`config.mk`:
```
export PLATFORM = sky130hd
export DESIGN_NAME = z_buffer_mem
export DESIGN_NICKNAME = d
export VERILOG_FILES = /design/src/rtl/z_buffer_mem.sv
export SDC_FILE = /design/constraint.sdc
export NUM_CORES = 1
export LEC_CHECK = 0
export BUFFER_PORTS_ARGS = -buffer_cell sky130_fd_sc_hd__buf_2
export CORE_MARGIN = 1
export CORE_UTILIZATION = 50
export DETAILED_ROUTE_END_ITERATION = 7
export HOLD_SLACK_MARGIN = 0.08
export PLACE_DENSITY = 0.79
export SETUP_SLACK_MARGIN = 0.3
export SLEW_MARGIN = 10
export SYNTH_ARGS = -nofsm -noshare
export SYNTH_HDL_FRONTEND = slang
export SYNTH_SLANG_ARGS = --single-unit
```
`constraint.sdc`:
```
create_clock -name clk_i -period 5.67 [get_ports clk_i]
set_input_delay 1.134 -clock clk_i [delete_from_list [all_inputs] [get_ports clk_i]]
set_output_delay 1.134 -clock clk_i [all_outputs]
set_load 0.02 [all_outputs]
```
`src/rtl/z_buffer_mem.sv`:
```
// z_buffer_mem: on-chip depth store serving single-beat Z reads/writes from the
// depth-test unit, addressed relative to a programmable base, with a hardware
// bulk-clear sweep that fills every entry with the maximum depth (all ones).
module z_buffer_mem #(
  parameter int unsigned Z_SIZE       = 8,
  parameter int unsigned X_RES        = 4,
  parameter int unsigned Y_RES        = 4,
  parameter int unsigned ADDR_SIZE    = 32,
  parameter int unsigned READ_LATENCY = 1
) (
  input  logic                 clk_i,
  input  logic                 rst_i,
  input  logic [ADDR_SIZE-1:0] buffer_base_address_i,
  input  logic                 buf_r_w,
  input  logic [ADDR_SIZE-1:0] buf_addr,
  input  logic [Z_SIZE-1:0]    buf_data_w,
  output logic [Z_SIZE-1:0]    buf_data_r,
  input  logic                 data_r_ready,
  output logic                 data_r_valid,
  input  logic                 data_w_valid,
  output logic                 data_w_ready,
  input  logic                 clear_i,
  output logic                 clear_done_o,
  output logic                 busy_o,
  output logic                 addr_err_o
);

  localparam int unsigned DEPTH = X_RES * Y_RES;
  localparam int unsigned AW    = (DEPTH > 1) ? $clog2(DEPTH) : 1;

  localparam logic [2:0] S_IDLE     = 3'd0;
  localparam logic [2:0] S_RD_WAIT  = 3'd1;
  localparam logic [2:0] S_RD_RESP  = 3'd2;
  localparam logic [2:0] S_WR_ACK   = 3'd3;
  localparam logic [2:0] S_CLEAR    = 3'd4;
  localparam logic [2:0] S_CLR_DONE = 3'd5;

  logic [Z_SIZE-1:0] mem [DEPTH];

  logic [2:0]           state_q, state_d;
  logic [3:0]           lat_q, lat_d;
  logic [AW-1:0]        sweep_q, sweep_d;
  logic [AW-1:0]        idx_q, idx_d;
  logic                 oor_q, oor_d;

  logic [Z_SIZE-1:0]    buf_data_r_q;
  logic                 data_r_valid_q;
  logic                 data_w_ready_q;
  logic                 clear_done_q;
  logic                 busy_q;
  logic                 addr_err_q;

  logic [ADDR_SIZE-1:0] index_s;
  logic                 in_range_s;
  logic                 mem_we_s;
  logic [AW-1:0]        mem_waddr_s;
  logic [Z_SIZE-1:0]    mem_wdata_s;
  logic                 set_err_s;
  logic [Z_SIZE-1:0]    rd_data_s;

  // Unsigned wrap makes addresses below the base look huge, hence out of range.
  assign index_s    = buf_addr - buffer_base_address_i;
  assign in_range_s = (index_s < ADDR_SIZE'(DEPTH));

  // Next-state, memory write port and request capture.
  always_comb begin
    state_d     = state_q;
    lat_d       = lat_q;
    sweep_d     = sweep_q;
    idx_d       = idx_q;
    oor_d       = oor_q;
    mem_we_s    = 1'b0;
    mem_waddr_s = sweep_q;
    mem_wdata_s = {Z_SIZE{1'b1}};
    set_err_s   = 1'b0;
    case (state_q)
      S_IDLE: begin
        if (clear_i) begin
          sweep_d = '0;
          state_d = S_CLEAR;
        end else if (buf_r_w && data_r_ready) begin
          idx_d = index_s[AW-1:0];
          oor_d = !in_range_s;
          lat_d = 4'(READ_LATENCY - 1);
          // With a latency of one the response cycle directly follows acceptance.
          if (READ_LATENCY <= 1) begin
            state_d = S_RD_RESP;
          end else begin
            state_d = S_RD_WAIT;
          end
        end else if (!buf_r_w && data_w_valid) begin
          mem_we_s    = in_range_s;
          mem_waddr_s = index_s[AW-1:0];
          mem_wdata_s = buf_data_w;
          set_err_s   = !in_range_s;
          state_d     = S_WR_ACK;
        end else begin
          state_d = S_IDLE;
        end
      end
      S_RD_WAIT: begin
        // Leave one count early so the registered response lands on the
        // READ_LATENCY-th cycle after acceptance.
        if (lat_q <= 4'd1) begin
          lat_d   = 4'd0;
          state_d = S_RD_RESP;
        end else begin
          lat_d   = lat_q - 4'd1;
          state_d = S_RD_WAIT;
        end
      end
      S_RD_RESP: state_d = S_IDLE;
      S_WR_ACK:  state_d = S_IDLE;
      S_CLEAR: begin
        mem_we_s    = 1'b1;
        mem_waddr_s = sweep_q;
        sweep_d     = sweep_q + {{(AW-1){1'b0}}, 1'b1};
        if (sweep_q == AW'(DEPTH - 1)) begin
          state_d = S_CLR_DONE;
        end else begin
          state_d = S_CLEAR;
        end
      end
      S_CLR_DONE: state_d = S_IDLE;
      default:    state_d = S_IDLE;
    endcase
  end

  // Read data for the response being launched this edge.
  always_comb begin
    if (oor_d) begin
      rd_data_s = {Z_SIZE{1'b1}};
    end else begin
      rd_data_s = mem[idx_d];
    end
  end

  // Storage array; contents survive reset, but no write lands on a reset edge.
  always_ff @(posedge clk_i) begin
    if (mem_we_s && !rst_i) begin
      mem[mem_waddr_s] <= mem_wdata_s;
    end
  end

  // State, counters and registered outputs decoded from the next state.
  always_ff @(posedge clk_i) begin
    if (rst_i) begin
      state_q        <= S_IDLE;
      lat_q          <= 4'd0;
      sweep_q        <= '0;
      idx_q          <= '0;
      oor_q          <= 1'b0;
      buf_data_r_q   <= '0;
      data_r_valid_q <= 1'b0;
      data_w_ready_q <= 1'b0;
      clear_done_q   <= 1'b0;
      busy_q         <= 1'b0;
      addr_err_q     <= 1'b0;
    end else begin
      state_q        <= state_d;
      lat_q          <= lat_d;
      sweep_q        <= sweep_d;
      idx_q          <= idx_d;
      oor_q          <= oor_d;
      data_r_valid_q <= (state_d == S_RD_RESP);
      data_w_ready_q <= (state_d == S_WR_ACK);
      clear_done_q   <= (state_d == S_CLR_DONE);
      busy_q         <= (state_d != S_IDLE);
      if (state_d == S_RD_RESP) begin
        buf_data_r_q <= rd_data_s;
      end
      if (set_err_s || ((state_d == S_RD_RESP) && oor_d)) begin
        addr_err_q <= 1'b1;
      end
    end
  end

  assign buf_data_r   = buf_data_r_q;
  assign data_r_valid = data_r_valid_q;
  assign data_w_ready = data_w_ready_q;
  assign clear_done_o = clear_done_q;
  assign busy_o       = busy_q;
  assign addr_err_o   = addr_err_q;

endmodule
```
Word-level counts from Yosys, hierarchy flattened
Memory sizes are Yosys's and may differ from the RTL's.
Cells that the tools add are included.
{ "totals": {"reg_bits": 29, "ram_bits": 128, "out_inout_bits": 13, "wordCells": 77, "mem_count": 1} }
{ "memory_table": {"columns": ["memory", "depth", "width", "read_ports", "rd_ports_with_merged_regs", "write_ports", "line", "source"], "rows": [
  ["mem", 16, 8, 1, 0, 1, "38", "logic [Z_SIZE-1:0] mem [DEPTH];"]
]} }
{ "op_classes": {"addsub": 3, "n_lt_le_gt_ge": 2, "n_eq_ne": 9, "mux": 37, "n_reduce_logical": 14} }
{ "ops": {"columns": ["cell", "n"], "rows": [
  ["$mux 4", 11],
  ["$mux 8", 5],
  ["$lt 32x5->1 const B", 1],
  ["$sub 32x32->32", 1],
  ["$pmux 4 s2", 2],
  ["$mux 1", 13],
  ["$pmux 3 s3", 1],
  ["$eq 3x2->1 const B", 2],
  ["$eq 3x3->1 const B", 2],
  ["$mux 2", 3],
  ["$ne 2x2->1 const B", 3],
  ["$add 4x1->4 const B", 1],
  ["$eq 4x4->1 const B", 1],
  ["$le 4x1->1 const B", 1],
  ["$logic_and 1x1->1", 4],
  ["$reduce_bool 2->1", 2],
  ["$sub 4x1->4 const B", 1],
  ["$eq 3x1->1 const B", 1],
  ["$logic_not 1->1", 3],
  ["$logic_not 3->1", 1],
  ["$mux 3", 1],
  ["$reduce_and 3->1", 1],
  ["$reduce_bool 3->1", 1],
  ["$pmux 1 s2", 1],
  ["other kinds (2)", 2]
]} }

Logic depth before layout (Yosys ltp)
{ "depth": {"word_depth": 9, "mapped_depth": 13} }

Least setup slack after synthesis
OpenSTA, ideal clock, no wires.
{ "synth_timing": {"path_kind": "input to register", "from": "in buf_addr[0]", "to": "mem mem[10][0] (enable)", "arrival_ns": 4.203, "path_slack_ns": 1.097, "stages": 13, "cell_sequence": "inv_1 -> ha_1 -> fa_1 -> nand2b_1 -> a211o_1 -> a211oi_2 -> o211ai_1 -> a32o_1 -> nor4b_2 -> and4b_1 -> nand4_2 -> o31a_4 -> nor2_1"} }
{ "synth_between": {"elab_chain_cells": 9, "word_cells_on_any_way": 13, "classes_between": "add/sub (1); order compare (1); mux (10); reduce/logical (1)"} }
{ "synth_rtl": {"columns": ["item", "line", "source"], "rows": [
  ["from (decl)", "15", "input logic [ADDR_SIZE-1:0] buf_addr,"],
  ["$sub 32x32->32 (*)", "62", "assign index_s = buf_addr - buffer_base_address_i;"],
  ["$lt 32x5->1", "63", "assign in_range_s = (index_s < ADDR_SIZE'(DEPTH));"],
  ["$mux 1", "91", "end else if (!buf_r_w && data_w_valid) begin"],
  ["$mux 1", "81", "end else if (buf_r_w && data_r_ready) begin"],
  ["$mux 1", "78", "if (clear_i) begin"],
  ["$pmux 1 s2", "76", "case (state_q)"],
  ["$logic_and 1x1->1", "140", "if (mem_we_s && !rst_i) begin"],
  ["$mux 1", "140", null],
  ["$mux 1 (implied by the code)", "141", "mem[mem_waddr_s] <= mem_wdata_s;"],
  ["to (decl)", "38", null]
]} }
Mark *: on every way between the ends. The rest lies on a longest branch, timed or not.

Worst setup path after layout
{ "layout_timing": {"from": "in buffer_base_address_i[0]", "to": "mem mem[12][1] (enable)"} }
{ "layout_between": {"elab_chain_cells": 9, "word_cells_on_any_way": 13, "classes_between": "add/sub (1); order compare (1); mux (10); reduce/logical (1)"} }
{ "layout_rtl": {"columns": ["item", "line", "source"], "rows": [
  ["from (decl)", "13", "input logic [ADDR_SIZE-1:0] buffer_base_address_i,"],
  ["$sub 32x32->32 (*)", "62", null],
  ["$lt 32x5->1", "63", null],
  ["$mux 1", "91", null],
  ["$mux 1", "81", null],
  ["$mux 1", "78", null],
  ["$pmux 1 s2", "76", null],
  ["$logic_and 1x1->1", "140", null],
  ["$mux 1", "140", null],
  ["$mux 1 (implied by the code)", "141", null]
]} }
Marked as above.

==> flow_summary.toml <==
[clock_tree]
cts_max_level = 4
cts_tree = "yes"
clk_pin_slew_ps = 70
clk_path_buf_depth = 2
root_buffer = "clkbuf_16"
cts_buffers = 17
cts_resized = 0
clock-sinks = 157
insertion_delay_ps = 440
cts_setup_buffers = 0
cts_hold_buf = 0

[logic_synthesis]
synth_cells = 760
synthSimpleGateAreaFrac_pct = 13.6
async_reset_ff_share_pct = 0
synth_compound_area_share_pct = 14.4
ys.warnings.count = 0
synth_edf_count = 128
synth_area_sq_mm = 0.00869
synthXorXnorAreaFrac_pct = 0.605
synth_area_per_cell_sq_um = 11.4
synth-adder-area-share_pct = 5.13
synth_ff_type = "edfxtp_1"
ys_ff_latch = 157
netlist-cell-type-count = 73
syn_nets = 873
synth.yosys.seq_area_share_pct = 50.9
synth_top_family_by_area = "compound AO/OA/AOI/OAI gates"
synthMuxAreaShare_pct = 11.4

[drt]
via_count = 6590
drt_iter0_drc = 701
vias_per_cell = 6.12
drc = 0
routed_wl_mm = 21.3
drtAntennaViolNets = 0
wire_per_inst_um = 19.8
dr.pass1.iters = 5

[floorplanning]
die_area_sq_mm = 0.0179
die_h_um = 134
num_rows = 47
core_sq_mm = 0.0168
io-pin-count = 91
die-width_um = 134
initial_core_util_pct = 51.9

[critical_path]
rrSetupSlack_ps = 1950
reg2regPathDepth = 8
worst_setup_path_start_kind = "primary input"
critPathTopFamily = "simple AND/OR/NAND/NOR gates"
worstPathCellList = "buf_2, ha_1, fa_1, nand2b_1, a211o_1, a211oi_2, o211ai_1, a32o_1, nor4b_2, and4b_1, nand4_2, o31a_4, nor2_1"
r2r-start = "state_q[2]"
worst_path_max_delay_cell = "nor2_1"
crit_path_max_incr_delay_ps = 580
worstPathArrival_ps = 4900
crit_fanout = 8
r2r-end = "buf_data_r[1]"
required_ps = 5740
cp-end-kind = "flip-flop"
worst-path-buf-inv = 1
path_class = "primary input to flip-flop"

[sta]
max_freq_mhz = 207
fin_crit_ps = 4830
rsz0062_at_grt = "no"
clock_skew_ps = 9.25
hold-worst-slack_ps = 516
fin_ws_ps = 843
hold_viol = 0
finalSetupViolations = 0
timing.slew.headroom_pct = 21.6
drv_slew = 0
fin_crit_sh_pct = 85.1
worst_slew_pin_slew_ps = 1140
setup_tns_ps = 0

[pwr]
leakagePower_nw = 3.93
swShare_pct = 28.6
power.internal_mw = 2.07
p_comb_share_pct = 16.2
seq_power_share_pct = 43.5
power_switching_mw = 0.830
vdd_drop_max_mv = 0.308
total_power_mw = 2.90
p_per_area_mw_per_mm2 = 292
clkPwrFrac_pct = 40.4

[cells_and_area]
final_nets = 957
fin_area_sq_mm = 0.00993
fin_cells = 1077
area_delta_synth_final_pct = 14.3
fillCellCount = 1305
drive_above_1_share_pct = 22.8
diodes = 0
fin_util_pct = 59.3

[place]
dp_slack_ps = 418
post-dp-hpwl_mm = 15.0
port_buffers = 90
place_congestion = 0.920
dp.cells = 1045
dpl_cell_area_sq_mm = 0.00932

[run_status]
status = "completed"

[grt]
grt.total_usage_pct = 24.4
antenna_found_initial = 2
grt_pass1_wl_mm = 32.6
grt_pass1_vias = 6140
grt_overflow = 0
grt_max_degree = 34

[hold_path]
hold_class = "flip-flop to flip-flop"
hold-path-endpoint = "buf_data_r[4]"
hold_path_depth = 2
hp-start = "buf_data_r[4]"

[job]
cap_violations = 0
[how the worst max path moves through the flow]
stage | slack [ps] | startpoint | depth (start not counted) | end
6_report | 840 | buffer_base_address_i[0] | 13 | mem[12][1]
4_1_cts | 850 | buffer_base_address_i[0] | 13 | mem[12][1]
3_3_place_gp | 590 | buffer_base_address_i[0] | 13 | mem[14][0]
5_1_grt | 640 | buffer_base_address_i[0] | 13 | mem[12][1]
3_5_place_dp | 420 | buffer_base_address_i[0] | 13 | mem[14][6]
2_1_floorplan | 1100 | buf_addr[0] | 13 | mem[10][0]
[flip-flops by register name, indices dropped and copies added, names as in the netlist]
signal        count
mem             128
buf_data_r        8
idx_q             4
lat_q             4
sweep_q           4
state_q           3
addr_err_o        1
busy_o            1
clear_done_o      1
data_r_valid      1
data_w_ready      1
oor_q             1
[placed cells by master, fill, tap and decap left out, types with 9 or more instances in the layout]
| cell type | n |
|---|---|
| ha_1 | 34 |
| o211ai_1 | 9 |
| nand2b_1 | 9 |
| nor2_1 | 75 |
| a21o_1 | 10 |
| nand2_1 | 62 |
| mux2_2 | 9 |
| or2_2 | 10 |
| o21ai_0 | 35 |
| dfxtp_1 | 29 |
| mux4_2 | 32 |
| clkbuf_16 | 17 |
| nor3_1 | 14 |
| buf_2 | 90 |
| edfxtp_1 | 128 |
| mux2i_1 | 17 |
| nand3_1 | 15 |
| a21oi_1 | 40 |
| or3_1 | 9 |
| inv_1 | 50 |
[cells in the mapped netlist, types with 4 or more instances]
| master | number | area (sq um) |
|---|---|---|
| a21oi_1 | 41 | 205 |
| a21o_1 | 10 | 75.1 |
| ha_1 | 34 | 425 |
| o21ai_1 | 6 | 30.0 |
| clkbuf_1 | 18 | 67.6 |
| dfxtp_1 | 29 | 581 |
| or3_1 | 9 | 56.3 |
| o21ai_0 | 35 | 175 |
| nor4_1 | 8 | 50.1 |
| buf_2 | 8 | 40.0 |
| mux2_2 | 9 | 101 |
| o21bai_1 | 8 | 60.1 |
| o31ai_1 | 6 | 45.0 |
| nand2b_1 | 9 | 56.3 |
| a211o_1 | 5 | 43.8 |
| or2_2 | 10 | 62.6 |
| a22oi_1 | 4 | 30.0 |
| nand4_1 | 7 | 43.8 |
| and3_1 | 7 | 43.8 |
| edfxtp_1 | 128 | 3840 |
| nor2b_1 | 5 | 31.3 |
| nor3_1 | 14 | 70.1 |
| nand2_1 | 62 | 233 |
| mux2i_1 | 17 | 170 |
| mux4_2 | 32 | 721 |
| o21a_1 | 5 | 37.5 |
| nor2_1 | 75 | 282 |
| o211ai_1 | 9 | 67.6 |
| inv_1 | 50 | 188 |
| a31oi_1 | 8 | 50.1 |
| xor2_1 | 4 | 35.0 |
| nand3_1 | 15 | 75.1 |
| a311oi_1 | 5 | 43.8 |
[power by group through the flow]
stage	combinational, mW	clock, mW	sequential [mW]
3_3_place_gp	0.452	0	1.29
2_1_floorplan	0.328	0	1.29
3_5_place_dp	0.456	0	1.29
4_1_cts	0.461	1.17	1.26
5_1_grt	0.511	1.21	1.26
6_report	0.469	1.17	1.26
[tightest hold or removal path: stages, from the launching register on]
cell,delay (ps)
dfxtp_1,320
nor2_1,100
a311oi_1,50
[logic make-up after synthesis]
family / Yosys count
xor gates and xnor gates: 6
muxes: 58
buffers and inverters: 81
adders and majority gates: 35
AOI/OAI and AO/OA: 182
DFF: 157
and+or+nand+nor: 241
[metal layers]
layer	wire [um]	up-vias	global-route usage, %
met3	1930	60	5.67
met4	697	2	11.7
li1	-	3070	-
met1	8660	3130	31.4
met5	13	-	0
met2	9970	328	38.9
[layout make-up]
class                           count  area [sq um]  area share [%]
Sequential cell                   157          4420            44.5
Clock buffer                       17           425            4.28
Timing Repair Buffer               96           495            4.99
Clock inverter                     15           189            1.90
Tap cell                          220           275            2.77
Multi-Input combinational cell    522          3940            39.6
Inverter                           50           188            1.89
Note: power is estimated with default switching activity, not from simulation.
